<file path="src/rtl/nd_nto1_rr.sv">
// nd_nto1_rr: NCH-input to 1-output message merger with a shared FIFO.
// Inputs are arbitrated by round-robin (RR_MODE=1) or by fixed priority
// with the lowest index winning (RR_MODE=0). Accepted messages are queued
// in order and then presented one at a time on the snd0_* channel. All
// channels use a 4-phase req/ack handshake.
module nd_nto1_rr #(
    parameter int NCH     = 4,
    parameter int FSZ     = 4,
    parameter int ASZ     = 6,
    parameter int DSZ     = 16,
    parameter int RSZ     = 4,
    parameter int RR_MODE = 1
) (
    input  logic                   gch_clk,
    input  logic                   gch_reset,
    output logic                   gch_ready,
    input  logic [NCH-1:0]         rcv_req,
    output logic [NCH-1:0]         rcv_ack,
    input  logic [NCH*ASZ-1:0]     rcv_src,
    input  logic [NCH*ASZ-1:0]     rcv_dst,
    input  logic [NCH*DSZ-1:0]     rcv_dat,
    input  logic [NCH*RSZ-1:0]     rcv_red,
    output logic                   snd0_req,
    input  logic                   snd0_ack,
    output logic [ASZ-1:0]         snd0_src,
    output logic [ASZ-1:0]         snd0_dst,
    output logic [DSZ-1:0]         snd0_dat,
    output logic [RSZ-1:0]         snd0_red,
    output logic [$clog2(FSZ):0]   fifo_cnt
);

    localparam int PW = $clog2(FSZ);
    localparam int CW = PW + 1;
    localparam int IW = (NCH > 1) ? $clog2(NCH) : 1;
    localparam int MW = 2 * ASZ + DSZ + RSZ;

    // (a + b) mod NCH for operands already below NCH; works for any NCH.
    function automatic logic [IW-1:0] wrap_add(input logic [IW-1:0] a, input logic [IW-1:0] b);
        logic [IW:0] s;
        s = {1'b0, a} + {1'b0, b};
        if (s >= (IW+1)'(NCH))
            s = s - (IW+1)'(NCH);
        return s[IW-1:0];
    endfunction

    logic              ready_q;
    logic [NCH-1:0]    ack_q, ack_d;
    logic [IW-1:0]     rr_ptr_q;
    logic [PW-1:0]     head_q, tail_q;
    logic [CW-1:0]     cnt_q, cnt_d;
    logic              snd_req_q, busy_q;
    logic [ASZ-1:0]    snd_src_q, snd_dst_q;
    logic [DSZ-1:0]    snd_dat_q;
    logic [RSZ-1:0]    snd_red_q;
    logic [MW-1:0]     mem_q [FSZ];

    logic [NCH-1:0]    pend;
    logic [NCH-1:0]    rot;
    logic [IW-1:0]     rot_base;
    logic [IW-1:0]     enc;
    logic              win_vld;
    logic [IW-1:0]     win_idx;
    logic [MW-1:0]     ch_msg [NCH];
    logic [MW-1:0]     msg_in;
    logic              push, pop;

    // A channel is pending until its ack is raised; an acked channel must drop req first.
    assign pend     = rcv_req & ~ack_q;
    // Fixed-priority mode always scans from index 0.
    assign rot_base = (RR_MODE != 0) ? rr_ptr_q : '0;

    genvar gi;
    generate
        for (gi = 0; gi < NCH; gi++) begin : g_ch
            // rot[k] is the pending flag of the channel k places after the scan start.
            assign rot[gi]    = pend[wrap_add(rot_base, IW'(gi))];
            assign ch_msg[gi] = {rcv_src[gi*ASZ +: ASZ], rcv_dst[gi*ASZ +: ASZ],
                                 rcv_dat[gi*DSZ +: DSZ], rcv_red[gi*RSZ +: RSZ]};
            // Set on the accept of this channel, cleared once its request drops.
            assign ack_d[gi]  = ack_q[gi] ? rcv_req[gi] : (push && (win_idx == IW'(gi)));
        end
    endgenerate

    // Lowest set bit of the rotated pending vector is the first pending channel in scan order.
    always_comb begin
        enc     = '0;
        win_vld = 1'b0;
        for (int k = NCH - 1; k >= 0; k--) begin
            if (rot[k]) begin
                enc     = IW'(k);
                win_vld = 1'b1;
            end
        end
    end

    assign win_idx = wrap_add(rot_base, enc);
    assign msg_in  = ch_msg[win_idx];

    // Occupancy is sampled at the start of the cycle, so a pop never frees space for a same-cycle push.
    assign push = ready_q && win_vld && (cnt_q != CW'(FSZ));
    assign pop  = ready_q && !busy_q && (cnt_q != '0);

    // Occupancy next-state: push and pop together leave the count unchanged.
    always_comb begin
        cnt_d = cnt_q;
        if (push && !pop)
            cnt_d = cnt_q + CW'(1);
        else if (!push && pop)
            cnt_d = cnt_q - CW'(1);
    end

    // FIFO storage: write-only here, read registered into the output stage.
    always_ff @(posedge gch_clk) begin
        if (push)
            mem_q[tail_q] <= msg_in;
    end

    // Readiness, input acks, arbitration pointer and FIFO pointers.
    always_ff @(posedge gch_clk or negedge gch_reset) begin
        if (!gch_reset) begin
            ready_q  <= 1'b0;
            ack_q    <= '0;
            rr_ptr_q <= '0;
            tail_q   <= '0;
            head_q   <= '0;
            cnt_q    <= '0;
        end else begin
            ready_q <= 1'b1;
            ack_q   <= ack_d;
            cnt_q   <= cnt_d;
            if (push) begin
                tail_q <= tail_q + PW'(1);
                if (RR_MODE != 0)
                    rr_ptr_q <= wrap_add(win_idx, IW'(1));
            end
            if (pop)
                head_q <= head_q + PW'(1);
        end
    end

    // Output stage: load the head message, then run the 4-phase handshake before the next load.
    always_ff @(posedge gch_clk or negedge gch_reset) begin
        if (!gch_reset) begin
            snd_req_q <= 1'b0;
            busy_q    <= 1'b0;
            snd_src_q <= '0;
            snd_dst_q <= '0;
            snd_dat_q <= '0;
            snd_red_q <= '0;
        end else if (pop) begin
            {snd_src_q, snd_dst_q, snd_dat_q, snd_red_q} <= mem_q[head_q];
            snd_req_q <= 1'b1;
            busy_q    <= 1'b1;
        end else begin
            if (snd_req_q && snd0_ack)
                snd_req_q <= 1'b0;
            if (!snd_req_q && !snd0_ack && busy_q)
                busy_q <= 1'b0;
        end
    end

    assign gch_ready = ready_q;
    assign rcv_ack   = ack_q;
    assign snd0_req  = snd_req_q;
    assign snd0_src  = snd_src_q;
    assign snd0_dst  = snd_dst_q;
    assign snd0_dat  = snd_dat_q;
    assign snd0_red  = snd_red_q;
    assign fifo_cnt  = cnt_q;

endmodule
</file>
<file path="config.mk">
export PLATFORM = sky130hd
export DESIGN_NAME = nd_nto1_rr
export DESIGN_NICKNAME = d
export VERILOG_FILES = /design/src/rtl/nd_nto1_rr.sv
export SDC_FILE = /design/constraint.sdc
export NUM_CORES = 1
export LEC_CHECK = 0
export ABC_AREA = 1
export CAP_MARGIN = 20
export CORE_MARGIN = 3
export CORE_UTILIZATION = 30
export CTS_BUF_LIST = sky130_fd_sc_hd__clkbuf_2 sky130_fd_sc_hd__clkbuf_4 sky130_fd_sc_hd__clkbuf_8
export DETAILED_ROUTE_END_ITERATION = 16
export GPL_ROUTABILITY_DRIVEN = 0
export SYNTH_ARGS = -nofsm -noshare
export SYNTH_HDL_FRONTEND = slang
export SYNTH_SLANG_ARGS = --single-unit
</file>
<file path="constraint.sdc">
create_clock -name gch_clk -period 4.25 [get_ports gch_clk]
set_input_delay 0.85 -clock gch_clk [delete_from_list [all_inputs] [get_ports gch_clk]]
set_output_delay 0.85 -clock gch_clk [all_outputs]
set_load 0.02 [all_outputs]
</file>
==> results summary <==
After detailed routing, the total wire length is between 20000 and 25000 um. The clock reaches the later pin of the worst-skew pair after 0.45 ns. The die covers 0.0292 mm^2. In this run the critical register-to-register path is launched from rot_base[0]. The number of DRC violations after detailed routing came out at 0. The register bit count reported by yosys is 176. The initial utilization of the core area, before any placement, comes to 0.309. The antenna diode instance count came out at 0.

The filler cells instantiated in the layout total 2599. After the last flow step, the layout net total stands at 1132. The vertical extent of the die is ~170 um. In the synthesized netlist the async set-or-reset flop fraction comes to 0.273.

The net count after synthesis is 966. The area of all placed cells without fillers came out at 0.0107 mm^2. The headroom to the max-slew limit came out at 0.556. The final-report max-slew violation count is 0.

The hold-fix buffer count after cts is 0. The actual transition at the worst max-transition pin is 0.667 ns. Data on the critical path is required at its endpoint by around 4.6 ns. The via count of the first global-routing pass was roughly 6000.

In this run the tool buffered the top-level ports with 175 buffer cells. The buffer count from post-CTS setup fixing is 0. The TritonCTS buffer count is 17. The worst setup path is launched from an input port. The maximum clock frequency came out at 322 MHz. The clock skew is 0.0119 ns. The detailed router placed about 6100 vias in this run. The nature of the critical path endpoint is a register. The number of gates given a new drive strength after cts came out at 0. The global-route congestion overflow total came out at 0. The portion of the clock cycle consumed by the worst path in the final layout came out at 0.732. Data on the critical path arrives at its endpoint at ~3.5 ns. The number of core rows is between 50 and 60.

The final sum of negative setup slack came out at 0 ns. The number of synthesized flops with an enable pin is 128. The count of cell types in the netlist came out at 27. After the first detailed-routing iteration, the DRC count stood at 347.

In the final layout, the share of cells above drive strength 1 is 0.100. The initial antenna violation count is 0. The CTS tree is built. The number of warning messages in the yosys log is 0. Each instance of the synthesized netlist takes up on average 9.96 um^2. The area overhead of the layout relative to synthesis came out at 30.8%.

Along the worst path, the maximum fanout reaches 35. The total setup violations reported at the end of the flow came out at 0. Setup repair after global routing left no endpoint under its margin. The region available for standard cell placement spans 0.0264 mm^2. For this run, the leading register cell type out of synthesis is sky130_fd_sc_hd__edfxtp_1. CTS placed an instance of sky130_fd_sc_hd__clkbuf_8 at the clock tree root. The critical path is of the in -> reg type. The library cell used most frequently in the layout, excluding fill and tap cells, is sky130_fd_sc_hd__nand2_1. Once placement finished, the instance area stood at just over 0.01 mm^2. The estimated wirelength of the detail-placed design came out at 14900 um.

Entering global routing, the biggest net connects 68 pins. The iteration count of the initial detailed-routing pass is 4. In this run the deepest clock path goes through 2 buffers.

The type of the most critical hold path is in -> async. In this run the remaining antenna-violating nets after routing total 0. The share of synthesized area occupied by flip-flops and latches is 0.618. In this run the worst setup path begins at rcv_req[3]. The number of endpoints with negative hold slack in the final report came out at 0. In the final routed layout, each cell accounts on average for around 16 um. The horizontal die dimension is 171 um. The count of boundary I/O pins is 176. The total number of clock tree sinks came out at 176. The post-synthesis instance area is 0.00817 mm^2. Clock-pin slew was measured on the worst setup and hold paths at approximately 0.090 ns. The number of maximum-capacitance violations came out at 0. After detailed routing, the number of vias per cell comes to roughly 4.6.

The flow ran to the end, and the final reports show no timing, DRC or antenna violations. The post-route minimum period is 3.11 ns. The first global-routing pass estimated 32800 um of wire. The all-layer global routing usage came out at 0.145.

The level count of the clock H-tree is 4. The top cell types in the final layout, fill and taps aside, are 289 x sky130_fd_sc_hd__nand2_1, 174 x sky130_fd_sc_hd__clkdlybuf4s50_1, 128 x sky130_fd_sc_hd__edfxtp_1, 73 x sky130_fd_sc_hd__o21ai_0, 69 x sky130_fd_sc_hd__nor2_1. The cell count after synthesis came out at 820.
-- registers in the layout, indices dropped and copies added, names as in the netlist --
name,count
gch_ready,1
snd0_dat,16
rot_base,2
head_q,2
snd0_req,1
mem_q,128
busy_q,1
fifo_cnt,3
snd0_src,6
rcv_ack,4
snd0_dst,6
tail_q,2
snd0_red,4
-- per-layer routing --
layer	global-route usage	vias to the layer above	wire, um
met5	0	-	0
met4	0.0416	0	242
met3	0.0317	14	1270
met2	0.229	190	9860
met1	0.201	2849	9640
li1	-	3095	-
-- path summary, 6_finish.rpt --
path / slack, ns / depth (start not counted) / endpoint
hold reg to reg: 0.51 / 1 / snd0_dat[9]
setup / recovery: 1.14 / 15 / rcv_ack[1]
hold / removal: 0.42 / 1 / snd0_dat[14]
min in group gch_clk: 0.51 / 1 / snd0_dat[9]
setup reg to reg: 1.38 / 16 / rcv_ack[1]
max in group asynchronous: 3.06 / 2 / rcv_ack[1]
-- Yosys cell counts, drive strengths merged (3+ instances only) --
master    n  area (um^2)
edfxtp  128         3840
nor2     74          285
xor2      4         35.0
xnor2     3         26.3
o22ai    32          200
nand2   292         1110
inv      24         90.1
o21ai    73          365
ha       10          125
buf      23          135
a21oi     3         15.0
nand3    44          225
dfrtp    48         1200
clkbuf   26         97.6
mux2     32          360
-- layout make-up --
type / instances / area [um^2] / share of cell area
clock inverters: 14 / 156 / 0.0146
repair buffers: 196 / 1920 / 0.179
clock buffers: 18 / 241 / 0.0226
multi-input cells: 571 / 2810 / 0.263
inverters: 24 / 90.1 / 0.00843
well taps: 335 / 419 / 0.0392
flip-flops and latches: 176 / 5050 / 0.472
-- critical path, cell delays in order --
cell and delay, ns:
sky130_fd_sc_hd__clkdlybuf4s50_1 0.51, sky130_fd_sc_hd__nand3_1 0.12, sky130_fd_sc_hd__nand3_1 0.11, sky130_fd_sc_hd__nand2_1 0.09, sky130_fd_sc_hd__a21oi_1 0.15, sky130_fd_sc_hd__nor2_1 0.05, sky130_fd_sc_hd__ha_2 0.17, sky130_fd_sc_hd__xor2_1 0.15
sky130_fd_sc_hd__inv_1 0.08, sky130_fd_sc_hd__nand3_2 0.26, sky130_fd_sc_hd__nand2_4 0.42, sky130_fd_sc_hd__inv_1 0.13, sky130_fd_sc_hd__ha_1 0.22, sky130_fd_sc_hd__nand2_1 0.06, sky130_fd_sc_hd__o21ai_0 0.07
-- through the flow --
stage | setup slack, ns | hold slack, ns | std cells | util
6_report | 1.14 | 0.415 | 1334 | 0.404
5_1_grt | 0.889 | 0.441 | 1334 | 0.404
4_1_cts | 1.17 | 0.421 | 1334 | 0.404
3_5_place_dp | 0.673 | 0.493 | 1302 | 0.389
3_3_place_gp | 0.728 | 0.490 | 1302 | 0.389
2_1_floorplan | 0.947 | 0.471 | 820 | -
-- cells by family (layout without fill, tap and decap cells) --
logic type	after synthesis	in the layout	synth area share
and+or+nand+nor	410	410	0.198
DFF	176	176	0.618
AOI/OAI and AO/OA	110	110	0.0745
buffers and inverters	73	252	0.0395
muxes	32	32	0.0441
adders and majority gates	11	11	0.0178
xor gates and xnor gates	7	7	0.00751
other	1	1	0.000459
Power is not shown: default switching activity piles up to over one toggle a cycle in this logic, so the estimate is an artifact.
